==> config.mk <==
export PLATFORM = sky130hd
export DESIGN_NAME = calculo_fibonacci
export DESIGN_NICKNAME = d
export VERILOG_FILES = /design/src/rtl/calculo_fibonacci.sv
export SDC_FILE = /design/constraint.sdc
export NUM_CORES = 1
export LEC_CHECK = 0
export ABC_AREA = 0
export CAP_MARGIN = 20
export CORE_ASPECT_RATIO = 1.1
export CORE_UTILIZATION = 43
export CTS_CLUSTER_SIZE = 10
export DETAILED_ROUTE_END_ITERATION = 8
export SETUP_SLACK_MARGIN = 0.5
export SYNTH_ARGS = -nofsm -noshare
export SYNTH_HDL_FRONTEND = slang
export SYNTH_SLANG_ARGS = --single-unit
==> constraint.sdc <==
create_clock -name clk -period 16.4 [get_ports clk]
set_input_delay 3.28 -clock clk [delete_from_list [all_inputs] [get_ports clk]]
set_output_delay 3.28 -clock clk [all_outputs]
set_load 0.1 [all_outputs]
==> src/rtl/calculo_fibonacci.sv <==
// calculo_fibonacci
// Iterative Fibonacci engine: on a start-button rising edge it captures the
// requested index n, walks the (a, b) pair forward n times and presents
// Fib(n) mod 2^32 together with a sticky flag that says whether the true
// value no longer fits in 32 bits. Three-state controller (IDLE/CALC/DONE)
// with every output registered.
module calculo_fibonacci (
  input  logic        clk,
  input  logic        reset,
  input  logic        start_btn,
  input  logic [31:0] n_escolhido,
  output logic [31:0] resultado,
  output logic        pronto,
  output logic        ocupado,
  output logic        overflow
);

  typedef enum logic [1:0] {
    IDLE = 2'd0,
    CALC = 2'd1,
    DONE = 2'd2
  } state_t;

  state_t      state;

  // Button history used for rising-edge detection.
  logic        start_prev;
  logic        start_edge;

  // Iteration state: a = Fib(i), b = Fib(i+1), each modulo 2^32, with a
  // flag per term recording whether its true value has exceeded 32 bits.
  logic [31:0] n_reg;
  logic [31:0] i;
  logic [31:0] a;
  logic [31:0] b;
  logic        a_ovf;
  logic        b_ovf;

  // 33-bit sum so the carry-out of a+b is available to the overflow flag.
  logic [32:0] sum;

  assign start_edge = start_btn & ~start_prev;
  assign sum        = {1'b0, a} + {1'b0, b};

  // Register the button every cycle for edge detection.
  // NOTE: start_prev resets to 1 so a button already held when reset is
  // released looks like a level, not an edge, and cannot launch a run.
  always_ff @(posedge clk or posedge reset) begin
    if (reset) begin
      start_prev <= 1'b1;
    end else begin
      start_prev <= start_btn;
    end
  end

  // Controller and datapath: capture on start edge, iterate in CALC,
  // publish and hold the result in DONE.
  // NOTE: all state here is updated with non-blocking assignments so every
  // register samples the pre-edge values of a, b and i in the same cycle.
  always_ff @(posedge clk or posedge reset) begin
    if (reset) begin
      state     <= IDLE;
      resultado <= 32'd0;
      pronto    <= 1'b0;
      ocupado   <= 1'b0;
      overflow  <= 1'b0;
      n_reg     <= 32'd0;
      i         <= 32'd0;
      a         <= 32'd0;
      b         <= 32'd1;
      a_ovf     <= 1'b0;
      b_ovf     <= 1'b0;
    end else begin
      case (state)
        IDLE, DONE: begin
          if (start_edge) begin
            n_reg    <= n_escolhido;
            a        <= 32'd0;
            b        <= 32'd1;
            i        <= 32'd0;
            a_ovf    <= 1'b0;
            b_ovf    <= 1'b0;
            pronto   <= 1'b0;
            ocupado  <= 1'b1;
            overflow <= 1'b0;
            state    <= CALC;
          end else if (state == IDLE) begin
            // Idle keeps the last result visible but flags nothing ready.
            pronto  <= 1'b0;
            ocupado <= 1'b0;
          end
        end

        CALC: begin
          // Start edges and n_escolhido are deliberately not looked at here.
          if (i == n_reg) begin
            resultado <= a;
            overflow  <= a_ovf;
            pronto    <= 1'b1;
            ocupado   <= 1'b0;
            state     <= DONE;
          end else begin
            a     <= b;
            a_ovf <= b_ovf;
            b     <= sum[31:0];
            b_ovf <= a_ovf | b_ovf | sum[32];
            i     <= i + 32'd1;
          end
        end

        default: begin
          state   <= IDLE;
          pronto  <= 1'b0;
          ocupado <= 1'b0;
        end
      endcase
    end
  end

endmodule

# Word-level counts from Yosys, hierarchy flattened
# Cells that the tools add are included.
# Widths: inputs -> output; s select.
[totals]
ff_bits = 168
in_bits = 35
elab_cells = 59
[classes]
add_sub_neg = 2
n_eq_ne = 7
mux = 25
n_bitwise = 4
n_reduce_logical = 9
[ops]
columns = ["op", "n"]
rows = [
  ["$pmux 32 s2", 3],
  ["$mux 32", 5],
  ["$add 32x32->33", 1],
  ["$add 32x1->32 const B", 1],
  ["$eq 32x32->1", 1],
  ["$pmux 1 s2", 5],
  ["$mux 1", 9],
  ["$reduce_and 2->1", 4],
  ["$ne 2x2->1 const B", 3],
  ["$reduce_and 3->1", 2],
  ["$mux 2", 2],
  ["$pmux 2 s2", 1],
  ["$ne 3x3->1 const B", 1],
  ["$eq 2x1->1 const B", 1],
  ["$eq 2x2->1 const B", 1],
  ["$logic_not 2->1", 1],
  ["$or 1x1->1", 2],
  ["$reduce_bool 2->1", 1],
  ["$reduce_or 2->1", 1],
  ["$and 1x1->1", 1],
  ["$not 1->1", 1],
]

# Logic depth before layout (Yosys ltp)
# Gate-level depths: netlist of the first run.
[depth]
depth_word = 4
ltp_mapped = 11

# Worst setup path after synthesis of the first run
# No wires, ideal clock.
[synth_path]
kind = "input -> register"
startpoint = "in start_btn"
endpoint = "reg i[12]"
setup_ps = 132
t_arrival_ps = 4605
required_time_ps = 16268
path_slack_ps = 11663
cell_stages = 7
path_buffers = 1
path_cell_list = "nor2b_1 -> nor2b_1 -> clkbuf_1 -> nor2_4 -> or4b_1 -> xor2_1 -> nor2_1"
[synth_via]
elab_chain_cells = 3
[synth_lines]
columns = ["element", "line", "rtl"]
rows = [
  ["start: declaration", "10", "input logic start_btn,"],
  ["$and 1x1->1", "42", "assign start_edge = start_btn & ~start_prev;"],
  ["$ne 2x2->1 (no source line)", "--", ""],
  ["$reduce_and 3->1 (no source line)", "--", ""],
  ["end signal: assignment", "107", "i <= i + 32'd1;"],
  ["end: declaration", "33", "logic [31:0] i;"],
]
# Every way passes these cells.
# A chain may end at the register's enable or synchronous reset.

# Worst setup path in the final report of the first run
# Same ends and word-level chain as after synthesis.

==> summary.txt, run 1 <==
GRT
  – Vias in the first global route: 6240
  – First-pass GRT wire length: ~31 mm
  – Largest net degree at the start of global routing: 90
  – Total GRT Usage: 0.1927
  – Initial antenna violation count: 0
  – GRT overflow: 0

STA
  – Final Hold Vio Count: 0
  – Tcrit/Tclk final: 0.3407
  – Setup TNS: 0 ns
  – Slew Limit Fails: 0
  – Worst slew pin tran: 0.9995 ns
  – Final worst path period need: approximately 5.6 ns
  – Max Fclk: roughly 180 MHz
  – RSZ-0062 raised after global routing: false
  – Final setup vio count: 0
  – Max-slew headroom: 0.3316
  – Final Skew: 0.008036 ns

Synthesis
  – Syn_area_per_cell: 9.410 um2
  – Cells after Synth: ~920
  – Register area share after synthesis: 0.4838
  – Yosys reg bits: roughly 170
  – Unique cell type count in the Yosys netlist: between 50 and 60
  – Post-synth EDFFs: 0
  – Post-Syn Area: 8695 um2
  – Synth warn: 0
  – Post-synth top flop: dfrtp_1
  – Post-Syn Nets: 993
  – Post-synth ARST share: 1.000

Power and ir drop
  – Peak VDD IR: 0.08643 mV
  – Pwr Total: 1.907 mW
  – LEAKAGE: between 4 and 5 nW
  – Power per Cell Area: 187.1 nW/um2

Place
  – Post-DP HPWL: ~12 mm
  – IO Port Bufs: about 70
  – RD Place Congestion: 0.7838
  – Cell Count Post-Placement: 1206
  – Cell Area, Placed: 9568 um2

Clock tree
  – Clock Path Buffers: 2
  – Post-CTS Hold Fix Bufs: 0
  – CTS tree: built
  – Postcts setup bufs: 0
  – Clock Sinks: 168
  – Post-CTS sizing: 0
  – Clk root buf: clkbuf_16
  – Clock Latency Late Sink: about 0.43 ns
  – Reg clk slew, reported paths: ~0.07 ns
  – Num CTS Buffers: 17
  – Depth of the CTS H-tree: 4

Finish
  – Final cell count without fillers: roughly 1200
  – Area Growth Syn to Fin: 17.23%
  – Share of layout cells above drive strength 1: 0.08621
  – Post-layout util: 0.5149
  – Diodes inserted: 0
  – Filler Cell Count: 1839
  – Final #Nets: approximately 1000
  – Fin area: slightly above 10000 um2

Floorplanning
  – Rows: between 50 and 60
  – Die area: 20790 um2
  – Die height: 151.1 um
  – Initial Utilization: 0.4392
  – Core region area: 19800 um2
  – Die Wd: 137.6 um
  – Ports: 70

Worst hold path
  – Hold crit path type: flop to flop

Routing
  – DRC viols: 0
  – Initial DRC count: 381
  – Drt pass-1 iters: 5
  – Routed via count: approximately 6500
  – Routed len/inst: 14.94 um
  – Total routed wirelength: 18.50 mm
  – Antenna-violating nets left: 0
  – Vias/cell: about 5.2

Setup path
  – Worst Setup End Kind: flop
  – Worst Path Max Fanout: 68
  – CP required: 16.69 ns
  – CP Launch Type: input port
  – Critical Path AT: 5.88 ns
  – Crit path kind: input port to flop

Status
  – Outcome: finished clean

Job
  – Max cap viols: 0
[layout make-up]
cell class | instances | area (um2) | area share
tap | 252 | 315.3 | 0.03094
multi-input combinational | 695 | 4249 | 0.4169
clock buffer | 21 | 460.4 | 0.04518
inverter | 17 | 68.82 | 0.006752
timing repair buffer | 75 | 748.2 | 0.07341
clock inverter | 10 | 143.9 | 0.01412
sequential | 168 | 4207 | 0.4127
[placed cells by master, fill, tap and decap left out, drive strengths merged, types with 8 or more instances in the layout]
cell type      Yosys  final
nand2            214    214
dfrtp            166    166
nand3             74     74
clkdlybuf4s50      0     69
xor2              62     62
nor2              51     51
o21ai             50     50
a21oi             39     39
ha                33     33
mux2              31     31
xnor2             25     25
clkbuf            25     21
inv               17     19
nand4             14     14
o31ai             12     12
nor4              11     11
nor3               8      8
a21o               8      8
[synthesized netlist by cell type, drive strengths merged (3+ instances only)]
cell type  number  share of area
nand2         214          0.093
dfrtp         166           0.48
nand3          74          0.043
xor2           62          0.062
nor2           51          0.023
o21ai          50          0.030
a21oi          39          0.022
ha             33          0.047
mux2           31          0.040
clkbuf         25          0.011
xnor2          25          0.025
buf            19          0.011
inv            17         0.0073
nand4          14          0.012
o31ai          12          0.011
nor4           11         0.0086
a21o            8         0.0069
nor3            8         0.0046
a211oi          6         0.0078
and3            6         0.0043
nor2b           6         0.0043
o21a            6         0.0052
nand2b          5         0.0036
o21bai          5         0.0043
a31oi           4         0.0036
or3             4         0.0035
and4            3         0.0030
[stage by stage]
| step | hold slack (ns) | worst slack [ns] |
|---|---|---|
| 3_3_place_gp | 0.4658 | 10.35 |
| 2_1_floorplan | 0.4645 | 8.577 |
| 5_1_grt | 0.5182 | 10.59 |
| 6_report | 0.4862 | 10.81 |
| 4_1_cts | 0.4903 | 10.78 |
| 3_5_place_dp | 0.4757 | 10.33 |
[worst max-delay path, cell delays in order]
cell and delay, ns:
clkdlybuf4s50_1 0.48, nor2b_1 0.34, nor2b_4 0.21, buf_4 0.59, nor2_4 0.19, or4b_1 0.58, xor2_1 0.14, nor2_1 0.05
[logic make-up after synthesis]
kind of cell	synth area share
muxes	0.04015
AOI/OAI and AO/OA	0.1029
buffers and inverters	0.02921
adders and majority gates	0.04979
DFF	0.4838
and+or+nand+nor	0.2065
xor gates and xnor gates	0.08764
[routing by layer]
| layer | GRT usage | part of all wire | up-vias |
|---|---|---|---|
| met1 | 0.2651 | 0.49 | 3082 |
| met2 | 0.3080 | 0.47 | 108 |
| met3 | 0.02945 | 0.026 | 20 |
| li1 | - | - | 3257 |
| met4 | 0.06703 | 0.016 | 0 |
| met5 | 0 | 0 | - |
[power breakdown]
part           switching [mW]  leakage, nW  internal, mW
Sequential              0.111         2.14         0.546
Clock                   0.170        0.286         0.248
Combinational           0.493         2.37         0.339
[worst paths after layout]
path,slack (ns),startpoint,end,cells after the start
min in group asynchronous,3.38,reset,resultado[3],2
max in group asynchronous,11.68,reset,b[0],4
max,10.81,start_btn,i[12],8
min reg2reg,0.49,resultado[1],resultado[1],2
min,0.49,resultado[1],resultado[1],2
max reg2reg,12.99,i[9],i[6],9
(Power assumes the default switching activity.)
==> run 2, diff against run 1 <==
- clock period: 16.4 -> 5.41 ns (I/O delays scaled with it)
==> summary.txt, run 2 (same netlist as run 1, synthesis figures left out) <==
Finish
  – Multi-input gate area: 4249 um2 (unchanged)
  – Register area: 4207 um2 (unchanged)
  – Diodes inserted: 0 (unchanged)
  – Final #Nets: 1042 (-0.096%)
  – Share of layout cells above drive strength 1: 0.08722 (+0.001014)
  – Most frequent cells in the layout: nand2_1, dfrtp_1, nand3_1, clkdlybuf4s50_1, xor2_1
  – Post-layout util: 0.5126 (-0.002212)
  – Fin area: 10150 um2 (-0.43%)
  – Area Growth Syn to Fin: 16.72%
  – Commonest non-fill, non-tap cell in the layout: nand2_1
  – Filler Cell Count: 1837 (-0.11%)

Power and ir drop
  – Peak VDD IR: 0.2669 mV (+210%)
  – Power per Cell Area: 559.9 nW/um2 (+200%)
  – LEAKAGE: 4.774 nW (-0.43%)

STA
  – Final Hold Vio Count: 0 (unchanged)
  – RSZ-0062 raised after global routing: false
  – Worst slew pin tran: 1.031 ns (+0.03158 ns)
  – Max Fclk: 318.0 MHz
  – Tcrit/Tclk final: 0.5813
  – Final Skew: 0.009093 ns (+0.001057 ns)
  – Slew Limit Fails: 0 (unchanged)
  – Final worst path period need: 3.145 ns
  – Final setup vio count: 0 (unchanged)
  – Max-slew headroom: 0.3100 (-0.02157)
  – Setup TNS: 0 ns (unchanged)
  – Final hold slack: 0.4868 ns (+0.0005250 ns)

Routing
  – Routed len/inst: 14.84 um (-0.69%)
  – Vias/cell: 5.221 (about the same)
  – Routed via count: 6464 (-0.046%)
  – Antenna-violating nets left: 0 (unchanged)
  – Total routed wirelength: 18.37 mm (-0.69%)
  – DRC viols: 0 (unchanged)
  – Initial DRC count: 488 (+28%)
  – Drt pass-1 iters: 5 (unchanged)

Clock tree
  – Clk root buf: clkbuf_16
  – Postcts setup bufs: 0 (unchanged)
  – Reg clk slew, reported paths: 0.06 ns (about the same)
  – Clock Path Buffers: 2 (unchanged)
  – Clock Latency Late Sink: 0.43 ns (about the same)
  – CTS tree: built
  – Num CTS Buffers: 17 (unchanged)
  – Clock Sinks: 168 (unchanged)
  – Post-CTS Hold Fix Bufs: 0 (unchanged)
  – Post-CTS sizing: 0 (unchanged)
  – Depth of the CTS H-tree: 4 (unchanged)

GRT
  – Largest net degree at the start of global routing: 169 (+88%)
  – GRT overflow: 0 (unchanged)
  – Total GRT Usage: 0.1902 (-0.002495)
  – Initial antenna violation count: 0 (unchanged)
  – Vias in the first global route: 6057 (-2.9%)
  – First-pass GRT wire length: 31.07 mm (-0.18%)

Setup path
  – Worst Setup End Kind: flop
  – Worst Path Max Fanout: 55 (-19%)
  – Crit path to: b_ovf
  – Depth of the worst register-to-register path: 7 (-2)
  – Critical Path AT: 3.44 ns (-2.44 ns)
  – Worst r2r dst: b_ovf
  – Crit path kind: flop to flop
  – Crit path launch: i[9]
  – CP Launch Type: flop
  – CP required: 5.71 ns (-10.98 ns)
  – FF-to-FF Start: i[9]
  – R2R Setup Slk: 2.26 ns (-10.73 ns)

Floorplanning
  – Die Wd: 137.6 um (unchanged)
  – Rows: 54 (unchanged)
  – Die height: 151.1 um (unchanged)
  – Ports: 70 (unchanged)
  – Initial Utilization: 0.4392 (unchanged)
  – Core region area: 19800 um2 (unchanged)
  – Die area: 20790 um2 (unchanged)

Place
  – RD Place Congestion: 0.8379 (+6.9%)
  – IO Port Bufs: 69 (unchanged)
  – Cell Area, Placed: 9579 um2 (+0.12%)
  – Post-DP HPWL: 12.16 mm (-0.71%)

Status
  – Outcome: finished clean

Job
  – Max cap viols: 0 (unchanged)

Worst hold path
  – Hold crit path type: flop to flop
-- run 2: cell count changes in the layout (fill, tap and decap cells not counted) --
cell,previous run,this run
buf_4,5,4
bufinv_16,3,1
clkbuf_1,2,1
clkbuf_8,2,3
clkinv_2,1,4
clkinv_4,1,3
clkinvlp_4,3,4
inv_6,3,0
-- run 2: area by class of cell --
cell class	count	area share
multi-input combinational	695	0.4187
inverter	17	0.006658
clock inverter	11	0.009740
timing repair buffer	74	0.07299
tap	252	0.03107
sequential	168	0.4145
clock buffer	21	0.04636
-- run 2: worst min path at each step --
stage	from	to	slack (ns)	depth (start not counted)
after floorplan	b[10]	a[10]	0.46	2
after global placement	resultado[1]	resultado[1]	0.47	2
after detailed placement	resultado[1]	resultado[1]	0.48	2
after CTS	resultado[1]	resultado[1]	0.49	2
after global routing	n_reg[4]	n_reg[4]	0.52	2
final	resultado[1]	resultado[1]	0.49	2
-- run 2: routing by layer --
layer,up-vias,routed length (um),track usage
met2,93,8641,0.3040
met1,3095,9087,0.2645
met5,-,0,0
met3,21,383,0.02644
met4,0,259,0.06264
li1,3255,-,-
-- run 2: report_power, final --
group	internal, mW	switching (mW)	leakage [nW]
registers	1.66	0.332	2.14
clock network	0.669	0.503	0.275
logic	1.03	1.49	2.36
-- run 2: metrics by stage --
step                power, mW  cells  setup WS [ns]
global placement        4.485   1206          1.912
finish                  5.683   1238          2.265
CTS                     5.731   1238          2.187
detailed placement      4.534   1206          1.899
floorplan               3.951    924          2.189
global route            6.176   1238          2.019
-- run 2: worst max-delay path: stages, from the launching register on --
cell,delay [ns]
dfrtp_1,0.43
xor2_1,0.19
nor4_1,0.48
nand4_2,0.22
o21ai_4,0.86
buf_4,0.58
a2bb2oi_1,0.19
a21oi_1,0.05
